[config.mk]
export PLATFORM = sky130hd
export DESIGN_NAME = alu_issue
export DESIGN_NICKNAME = d
export VERILOG_FILES = /design/src/rtl/alu_issue.sv
export SDC_FILE = /design/constraint.sdc
export NUM_CORES = 1
export LEC_CHECK = 0
export ABC_AREA = 1
export CAP_MARGIN = 40
export CORE_MARGIN = 5
export CORE_UTILIZATION = 55
export DETAILED_ROUTE_END_ITERATION = 7
export PLACE_DENSITY = 0.81
export SLEW_MARGIN = 40
export SYNTH_ARGS = -nofsm -noshare
export SYNTH_HDL_FRONTEND = slang
export SYNTH_SLANG_ARGS = --single-unit
[constraint.sdc]
create_clock -name clk -period 2.4 [get_ports clk]
set_input_delay 0.24 -clock clk [delete_from_list [all_inputs] [get_ports clk]]
set_output_delay 0.24 -clock clk [all_outputs]
set_load 0.02 [all_outputs]
[src/rtl/alu_issue.sv]
// Decode->execute issue stage with a 2-entry skid buffer, ALU operand build and alusel decode.
// Optional build macro ISSUE_PERF_EN adds issued/stall performance counters.
module alu_issue #(
   parameter int DWIDTH = 32,
   parameter int AWIDTH = 32
) (
   input  logic              clk,
   input  logic              rst_n,
   input  logic              in_valid_i,
   output logic              in_ready_o,
   input  logic [AWIDTH-1:0] pc_i,
   input  logic [DWIDTH-1:0] rs1_i,
   input  logic [DWIDTH-1:0] rs2_i,
   input  logic [DWIDTH-1:0] imm_i,
   input  logic [6:0]        opcode_i,
   input  logic [2:0]        funct3_i,
   input  logic [6:0]        funct7_i,
   input  logic              flush_i,
   output logic              ex_valid_o,
   input  logic              ex_ready_i,
   output logic [AWIDTH-1:0] pc_o,
   output logic [DWIDTH-1:0] rs1_o,
   output logic [DWIDTH-1:0] rs2_o,
   output logic [6:0]        opcode_o,
   output logic [2:0]        funct3_o,
   output logic [6:0]        funct7_o,
   output logic [3:0]        alusel_o,
   output logic              illegal_o
`ifdef ISSUE_PERF_EN
   ,
   output logic [31:0]       issued_cnt_o,
   output logic [31:0]       stall_cnt_o
`endif
);

   localparam logic [3:0] ALU_ADD  = 4'd0;
   localparam logic [3:0] ALU_SUB  = 4'd1;
   localparam logic [3:0] ALU_SLL  = 4'd2;
   localparam logic [3:0] ALU_XOR  = 4'd3;
   localparam logic [3:0] ALU_SRL  = 4'd4;
   localparam logic [3:0] ALU_SRA  = 4'd5;
   localparam logic [3:0] ALU_OR   = 4'd6;
   localparam logic [3:0] ALU_AND  = 4'd7;
   localparam logic [3:0] ALU_PASS = 4'd8;

   localparam logic [6:0] OP_OPCODE     = 7'b0110011;
   localparam logic [6:0] OPIMM_OPCODE  = 7'b0010011;
   localparam logic [6:0] LOAD_OPCODE   = 7'b0000011;
   localparam logic [6:0] STORE_OPCODE  = 7'b0100011;
   localparam logic [6:0] JALR_OPCODE   = 7'b1100111;
   localparam logic [6:0] BRANCH_OPCODE = 7'b1100011;
   localparam logic [6:0] LUI_OPCODE    = 7'b0110111;
   localparam logic [6:0] AUIPC_OPCODE  = 7'b0010111;
   localparam logic [6:0] JAL_OPCODE    = 7'b1101111;

   typedef struct packed {
      logic [AWIDTH-1:0] pc;
      logic [DWIDTH-1:0] a;
      logic [DWIDTH-1:0] b;
      logic [6:0]        opcode;
      logic [2:0]        funct3;
      logic [6:0]        funct7;
      logic [3:0]        alusel;
      logic              illegal;
   } entry_t;

   function automatic logic [3:0] f3_sel(input logic [2:0] f3, input logic is_r, input logic f7_5);
      case (f3)
         3'b000:  f3_sel = (is_r & f7_5) ? ALU_SUB : ALU_ADD;
         3'b001:  f3_sel = ALU_SLL;
         3'b010:  f3_sel = ALU_SUB;
         3'b011:  f3_sel = ALU_SUB;
         3'b100:  f3_sel = ALU_XOR;
         3'b101:  f3_sel = f7_5 ? ALU_SRA : ALU_SRL;
         3'b110:  f3_sel = ALU_OR;
         3'b111:  f3_sel = ALU_AND;
         default: f3_sel = ALU_ADD;
      endcase
   endfunction

   function automatic entry_t decode(input logic [AWIDTH-1:0] pc, input logic [DWIDTH-1:0] rs1,
                                     input logic [DWIDTH-1:0] rs2, input logic [DWIDTH-1:0] imm,
                                     input logic [6:0] op, input logic [2:0] f3, input logic [6:0] f7);
      entry_t e;
      e.pc      = pc;
      e.a       = rs1;
      e.b       = imm;
      e.opcode  = op;
      e.funct3  = f3;
      e.funct7  = f7;
      e.alusel  = ALU_ADD;
      e.illegal = 1'b0;
      case (op)
         OP_OPCODE: begin
            e.b      = rs2;
            e.alusel = f3_sel(f3, 1'b1, f7[5]);
         end
         OPIMM_OPCODE: begin
            e.alusel = f3_sel(f3, 1'b0, f7[5]);
            // Shift-immediates only use the low five bits as the shift amount.
            e.b = (f3 == 3'b001 || f3 == 3'b101) ? {{(DWIDTH-5){1'b0}}, imm[4:0]} : imm;
         end
         LOAD_OPCODE, STORE_OPCODE, JALR_OPCODE, BRANCH_OPCODE: e.alusel = ALU_ADD;
         LUI_OPCODE:   e.alusel = ALU_PASS;
         AUIPC_OPCODE, JAL_OPCODE: begin
            e.a      = DWIDTH'(pc);
            e.alusel = ALU_ADD;
         end
         default: begin
            e.b       = {DWIDTH{1'b0}};
            e.alusel  = ALU_PASS;
            e.illegal = 1'b1;
         end
      endcase
      return e;
   endfunction

   entry_t main_q, main_d, skid_q, skid_d, dec_s;
   logic   main_valid_q, main_valid_d, skid_valid_q, skid_valid_d;
   logic   accept_s, issue_s;

   assign dec_s    = decode(pc_i, rs1_i, rs2_i, imm_i, opcode_i, funct3_i, funct7_i);
   assign accept_s = in_valid_i & ~skid_valid_q;
   assign issue_s  = main_valid_q & ex_ready_i;

   // Skid-buffer next state; flush wins over both issue and accept.
   always_comb begin
      main_d       = main_q;
      skid_d       = skid_q;
      main_valid_d = main_valid_q;
      skid_valid_d = skid_valid_q;
      if (flush_i) begin
         main_valid_d = 1'b0;
         skid_valid_d = 1'b0;
      end else if (!main_valid_q) begin
         main_valid_d = accept_s;
         main_d       = accept_s ? dec_s : main_q;
      end else if (issue_s) begin
         if (skid_valid_q) begin
            main_d       = skid_q;
            skid_valid_d = 1'b0;
         end else begin
            main_valid_d = accept_s;
            main_d       = accept_s ? dec_s : main_q;
         end
      end else begin
         skid_valid_d = skid_valid_q | accept_s;
         skid_d       = accept_s ? dec_s : skid_q;
      end
   end

   // Entry registers.
   always_ff @(posedge clk or negedge rst_n) begin
      if (!rst_n) begin
         main_q       <= '0;
         skid_q       <= '0;
         main_valid_q <= 1'b0;
         skid_valid_q <= 1'b0;
      end else begin
         main_q       <= main_d;
         skid_q       <= skid_d;
         main_valid_q <= main_valid_d;
         skid_valid_q <= skid_valid_d;
      end
   end

   assign in_ready_o = ~skid_valid_q;
   assign ex_valid_o = main_valid_q;
   assign pc_o       = main_q.pc;
   assign rs1_o      = main_q.a;
   assign rs2_o      = main_q.b;
   assign opcode_o   = main_q.opcode;
   assign funct3_o   = main_q.funct3;
   assign funct7_o   = main_q.funct7;
   assign alusel_o   = main_q.alusel;
   assign illegal_o  = main_valid_q & main_q.illegal;

`ifdef ISSUE_PERF_EN
   logic [31:0] issued_cnt_q, stall_cnt_q;

   // Performance counters; free-running, untouched by flush.
   always_ff @(posedge clk or negedge rst_n) begin
      if (!rst_n) begin
         issued_cnt_q <= 32'd0;
         stall_cnt_q  <= 32'd0;
      end else begin
         issued_cnt_q <= issued_cnt_q + {31'd0, issue_s};
         stall_cnt_q  <= stall_cnt_q + {31'd0, main_valid_q & ~ex_ready_i};
      end
   end

   assign issued_cnt_o = issued_cnt_q;
   assign stall_cnt_o  = stall_cnt_q;
`endif

endmodule

==> results of run 1 <==
## logic make-up (layout without fill, tap and decap cells)
kind of cell | Yosys count | count (layout)
compound gates | 350 | 350
buf+inv | 385 | 511
flops | 238 | 238
xor+xnor | 1 | 1
simple gates | 589 | 589
## where the power goes
part	switching, mW	internal (mW)	leakage [nW]
sequential	0.450	4.82	2.88
clock	1.60	2.54	0.433
combinational	1.56	1.33	4.09
## per-layer routing
metal	global-route usage	routed length, um	up-vias
li1	-	-	5238
met4	0.0841	1040	0
met1	0.348	14100	5275
met2	0.431	16500	479
met3	0.0513	2710	67
met5	0	0	-
## final timing paths
path | to | slack [ns] | from
setup / recovery | illegal_o | 0.40 | ex_valid_o
hold / removal | pc_o[17] | 0.23 | rst_n
setup reg to reg | rs1_o[24] | 0.62 | ex_valid_o
hold reg to reg | skid_q[10] | 0.48 | skid_q[10]
max in group asynchronous | funct7_o[3] | 1.39 | rst_n
min in group clk | skid_q[8] | 0.31 | funct7_i[3]
## worst register-to-register path, delay by kind of cell, from the launching register on
family                 cells  cell delay (ns)
AOI/OAI and AO/OA          1             0.16
buffers and inverters      2             0.49
and+or+nand+nor            5             0.56
DFF                        1             0.46
## through the flow
step	instances	utilization
2_1_floorplan	1563	-
3_3_place_gp	1925	0.646
3_5_place_dp	1925	0.647
4_1_cts	1974	0.687
5_1_grt	1974	0.687
6_report	1974	0.687
## flip-flops by register name, summed over array words and instances, names as in the netlist
name / count
ex_valid_o: 1
rs2_o: 32
main_q: 1
opcode_o: 7
skid_valid_q: 1
pc_o: 32
skid_q: 118
rs1_o: 32
funct7_o: 7
alusel_o: 4
funct3_o: 3
## cell usage in the layout (no fill, tap or decap)
cell,n
a211oi_1,32
a21boi_1,32
a21oi_1,2
a22oi_1,51
a31oi_1,1
buf_12,11
buf_4,13
buf_6,1
buf_8,1
bufinv_16,3
clkbuf_1,8
clkbuf_16,27
clkbuf_8,5
clkdlybuf4s50_1,268
clkinv_2,3
clkinvlp_4,2
dfrtp_1,238
dlygate4sd3_1,1
inv_1,159
inv_2,8
inv_4,1
nand2_1,411
nand2_2,21
nand2_4,2
nand3_1,64
nand3_2,1
nand4_1,32
nor2_1,17
nor2_2,3
nor2_4,1
nor3_1,36
o2111ai_1,1
o211ai_1,3
o21ai_0,133
o21ai_1,36
o21ai_2,10
o22ai_1,49
or2_1,1
xor2_1,1
## cells in the mapped netlist, drive strengths merged (21+ instances only)
cell type  instances
a22oi             51
buf              172
nand2            434
o21ai            179
a211oi            32
nor2              21
o22ai             49
nand4             32
inv              168
clkbuf            45
nand3             65
dfrtp            238
a21boi            32
nor3              36
## what timing repair did
action | CTS | global route
hold buffers | 1 | 0
buffers inserted | 0 | 0
endpoints found under the hold margin | 47 | 0
## area by class of cell
cell class              instances  area, sq um
fillers                      1812         7100
flip-flops and latches        238         5960
multi-input cells             940         4670
repair buffers                295         3040
clock buffers                  40          774
inverters                     168          633
well taps                     285          357
clock inverters                 8          120
==> reports/results.ini, run 1 <==
[drt]
vias=11100
final_antenna_net_count=0
first_iter_violations=885
drt-total-wl_mm=34.3
post-route-drc-count=0
wl_per_cell_um=17.4
via_per_inst=5.60
drt_pass1_iterations=5

[yosys]
yosys.area_share.simple=0.197
synth.area.top_cells=dfrtp_1 47%, nand2_1 12%, buf_4 7.0%
synth_xor_area_frac=0.000695
syn_area_sq_um=12600
synth_warnings=0
seq_area_frac_synth=0.472
synth_top_area_frac=0.472
netlist_instances=1563
synth_top_family_by_area=simple AND/OR/NAND/NOR gates
yosys.area.top_type=dfrtp_1
muxShareOfSynthArea=0
synth-seq-cells=238
async_flop_share=1.00
synth_fp_nets=1713
synth_top_flop_cell=dfrtp_1
syn_avg_cell_area_sq_um=8.07
synth-edff-count=0
synthAdderAreaFrac=0
synth_compound_area_frac=0.171
ys_types=29

[global_route]
grt_usage=0.261
grt_pass1_vias=11000
grt_pass1_wl_mm=56.6
grt_start_max_net_pins=91
grt_overflow_total=0
antenna_found_initial=0

[clock_network]
path_clk_slew_ns=0.06
cts_tree=built
cts_buffers=26
postCtsResizedCells=0
clk_path_buf_depth=3
h-tree-depth=1
cts_root_buf=clkbuf_16
cts.sinks=238
insertion_delay_ns=0.52

[floorplan]
ioPinCount=270
design.die.area_sq_um=26100
core_area_sq_um=22600
num_rows=55
initial_utilization=0.557
die_h_um=161
die_w_um=161

[sta]
drv_slew=0
whs_ns=0.227
max_freq_mhz=499
finalHoldViolations=0
fin_ws_ns=0.397
max-slew-margin-rel=0.520
rsz0062_at_grt=no
finalCritPeriodShare=0.835
fin_skew_ns=0.00869
setup_viol=0
finalCriticalPeriod_ns=2.00
fin_setup_tns_ns=0
worst_pin_slew_ns=0.721

[power_and_ir_drop]
vdd_ir_drop_max_v=0.000713
power_per_cell_area_nw_per_um2=791
cellLeakagePower_nw=7.40
power_mw=12.3

[worst_hold_path]
hold_class=input pin to async pin

[finish]
drive_gt1_frac=0.0669
diodes=0
final_area_sq_um=15500
final_nets=1819
area_growth_syn_to_layout_pct=23.3

[setup_path]
path_class=register to output port
endpoint_kind=output port
cp-start-kind=register
path_depth=3
critical_path.slowest_cell=clkdlybuf4s50_1
crit_buf_inv=2
critPathMaxStageDelay_ns=0.64
worst_ep_required_time_ns=2.16
worstPathMaxFanout=5
cp_top_family=buffers and inverters
cp.arrival_ns=1.76
r2r_cells=8
path_cells=nand2_1, inv_1, clkdlybuf4s50_1

[place]
port_buffers=269
place.gp.congestion=0.872
post-dp-hpwl_mm=22.2
postPlaceCellArea_sq_um=14600
post-place-ws_ns=0.280

[flow_run]
cap_violations=0

[outcome]
status=complete, no violations

Power figures use the tool's default switching activity.
==> inputs of run 2 (changes only) <==
--- a/config.mk
+++ b/config.mk
@@ -8,9 +8,9 @@
 export ABC_AREA = 1
 export CAP_MARGIN = 40
 export CORE_MARGIN = 5
-export CORE_UTILIZATION = 55
+export CORE_UTILIZATION = 47
 export DETAILED_ROUTE_END_ITERATION = 7
-export PLACE_DENSITY = 0.81
+export PLACE_DENSITY = 0.74
 export SLEW_MARGIN = 40
 export SYNTH_ARGS = -nofsm -noshare
 export SYNTH_HDL_FRONTEND = slang
==> constraint.sdc (replaced) <==
create_clock -name clk -period 1.8 [get_ports clk]
set_input_delay 0.18 -clock clk [delete_from_list [all_inputs] [get_ports clk]]
set_output_delay 0.18 -clock clk [all_outputs]
set_load 0.02 [all_outputs]
==> reports/results.ini, run 2 (synthesized netlist as in run 1, its figures left out) <==
[floorplan]
die_w_um=174  ; +7.7%
ioPinCount=270  ; unchanged
design.die.area_sq_um=30200  ; +16%
num_rows=60  ; +9.1%
die_h_um=174  ; +7.7%
initial_utilization=0.473  ; -0.0838
core_area_sq_um=26700  ; +18%

[setup_path]
worst_ep_required_time_ns=1.62  ; -0.54 ns
r2r_cells=8  ; unchanged
path_cells=clkdlybuf4s50_1
r2r_setup_slack_ns=0.19  ; -0.43 ns
crit_buf_inv=1  ; -1
critical_path.slowest_cell=clkdlybuf4s50_1
cp-start-kind=register
cp.arrival_ns=1.58  ; -0.18 ns
worstPathMaxFanout=3  ; -2
reg2reg_to=skid_q[25]
cp_top_family=buffers and inverters
endpoint_kind=output port
critPathMaxStageDelay_ns=0.69  ; +0.05 ns
r2r-start=ex_valid_o
path_class=register to output port

[drt]
wl_met1_mm=14.6  ; +3.8%
post-route-drc-count=0  ; unchanged
first_iter_violations=950  ; +7.3%
drt_pass1_iterations=5  ; unchanged
wl_met3_mm=2.82  ; +3.8%
final_antenna_net_count=0  ; unchanged
top_layer=met5
drt-total-wl_mm=35.2  ; +2.7%
via_per_inst=5.40  ; -3.5%
route.met2.wl_mm=16.9  ; +2.4%
vias=11100  ; +0.58%
wl_per_cell_um=17.1  ; -1.5%

[sta]
finalHoldViolations=0  ; unchanged
setup_viol=0  ; unchanged
fin_skew_ns=0.0262  ; +0.0175 ns
finalCritPeriodShare=0.977
max-slew-margin-rel=0.616  ; +0.0965
drv_slew=0  ; unchanged
finalCriticalPeriod_ns=1.76
max_freq_mhz=569
rsz0062_at_grt=no
worst_pin_slew_ns=0.576  ; -0.145 ns

[finish]
largest_register_ff_count=118  ; unchanged
diodes=0  ; unchanged
area_growth_syn_to_layout_pct=27.5
final_area_sq_um=16100  ; +3.4%
top_register=skid_q
mostFrequentLayoutCells=411 x nand2_1, 259 x clkdlybuf4s50_1, 238 x dfrtp_1, 159 x inv_1, 133 x o21ai_0
final_common_cell=nand2_1
final_nets=1848  ; +1.6%
drive_gt1_frac=0.0862  ; +0.0193

[power_and_ir_drop]
cellLeakagePower_nw=7.73  ; +4.4%
vdd_ir_drop_max_v=0.000730  ; +2.4%
power_mw=16.9  ; +37%
p_int_mw=12.0  ; +38%
p_seq_frac=0.416  ; -0.012
power.switching_mw=4.92  ; +36%
swShare=0.292  ; -0.00195
p_clk_frac=0.352  ; +0.015
power_per_cell_area_nw_per_um2=1050  ; +33%
pwr-share-comb=0.232  ; -0.003

[global_route]
grt_overflow_total=0  ; unchanged
grt_pass1_vias=11000  ; -0.26%
grt_usage=0.225  ; -0.0360
grt_start_max_net_pins=87  ; -4.4%
antenna_found_initial=2  ; +2
grt_pass1_wl_mm=56.6  ; about the same

[clock_network]
clk_path_buf_depth=3  ; unchanged
cts_root_buf=clkbuf_16
insertion_delay_ns=0.54  ; +0.02 ns
cts_setup_buffers=0  ; unchanged
cts.sinks=238  ; unchanged
cts_buffers=26  ; unchanged
path_clk_slew_ns=0.07  ; about the same
cts_tree=built
h-tree-depth=1  ; unchanged

[place]
post-dp-hpwl_mm=23.2  ; +4.2%
place.gp.congestion=0.814  ; -6.7%
port_buffers=269  ; unchanged
postPlaceCellArea_sq_um=15100  ; +3.1%

[worst_hold_path]
hold_class=input pin to async pin

[flow_run]
cap_violations=0  ; unchanged

[outcome]
status=complete, no violations

[run 2: cell types whose count changed in the layout (fill, tap and decap cells not counted), sizes merged]
cell / delta
buf: +29
bufinv: +3
clkbuf: -8
clkdlybuf4s50: -9
clkinv: +5
clkinvlp: -1
dlygate4sd2: +3
dlymetal6s2s: +6
[run 2: timing repair]
action	CTS	global route
pin swaps	0	0
hold endpoints to repair	57	0
hold buffers	1	0
endpoints found under the setup margin	3	6
resized for setup	3	6
[run 2: through the flow]
step | worst slack [ns] | utilization | setup TNS [ns] | hold slack [ns] | cells
floorplan | 0.219 | - | 0 | -0.116 | 1563
global placement | -0.148 | 0.566 | -8.33 | 0.182 | 2010
detailed placement | -0.218 | 0.566 | -14.96 | 0.191 | 2010
CTS | 0.000400 | 0.603 | 0 | 0.209 | 2058
global route | 0.00127 | 0.603 | 0 | 0.229 | 2058
finish | 0.0418 | 0.603 | 0 | 0.199 | 2058
[run 2: worst max-delay path by stage]
stage	start	end	slack, ns	depth (start not counted)
finish	rs2_o[2]	rs2_o[2]	0.04	1
global route	rs2_o[9]	rs2_o[9]	0.001	1
CTS	alusel_o[1]	alusel_o[1]	0.0004	1
detailed placement	opcode_i[2]	rs1_o[3]	-0.22	12
global placement	opcode_i[2]	rs1_o[13]	-0.15	12
floorplan	ex_valid_o	rs1_o[0]	0.22	9
[run 2: layout make-up]
cell class	instances	area [sq um]
clock buffer	32	723
clock inverter	15	239
fill	2225	10600
inverter	168	631
multi-input combinational	940	4670
sequential	238	5960
tap	341	427
timing repair buffer	324	3440
[run 2: power by group through the flow]
stage | Clock (mW) | Combinational, mW | Sequential [mW]
floorplan | 0 | 2.68 | 6.91
global placement | 0 | 3.83 | 7.07
detailed placement | 0 | 3.92 | 7.10
CTS | 6.04 | 3.96 | 7.02
global route | 6.31 | 4.29 | 7.14
finish | 5.94 | 3.91 | 7.03
[run 2: layer usage]
layer,vias up,global-route usage
met5,-,0
met2,455,0.378
met3,67,0.0523
li1,5305,-
met4,4,0.0713
met1,5292,0.289
[run 2: worst register-to-register path: stages, from the launching register on]
cell     delay (ns)
dfrtp_1        0.44
inv_2          0.04
nor2_1         0.11
inv_2          0.09
nor2_2         0.14
nand2_4        0.10
inv_2          0.14
buf_4          0.27
o21ai_0        0.14
==> inputs of run 3 (changes only) <==
--- a/config.mk
+++ b/config.mk
@@ -11,7 +11,6 @@
 export CORE_UTILIZATION = 47
 export DETAILED_ROUTE_END_ITERATION = 7
 export PLACE_DENSITY = 0.74
-export SLEW_MARGIN = 40
 export SYNTH_ARGS = -nofsm -noshare
 export SYNTH_HDL_FRONTEND = slang
 export SYNTH_SLANG_ARGS = --single-unit
==> results of run 3 <==
Final layout, timing and power as in run 2 (identical DEF).
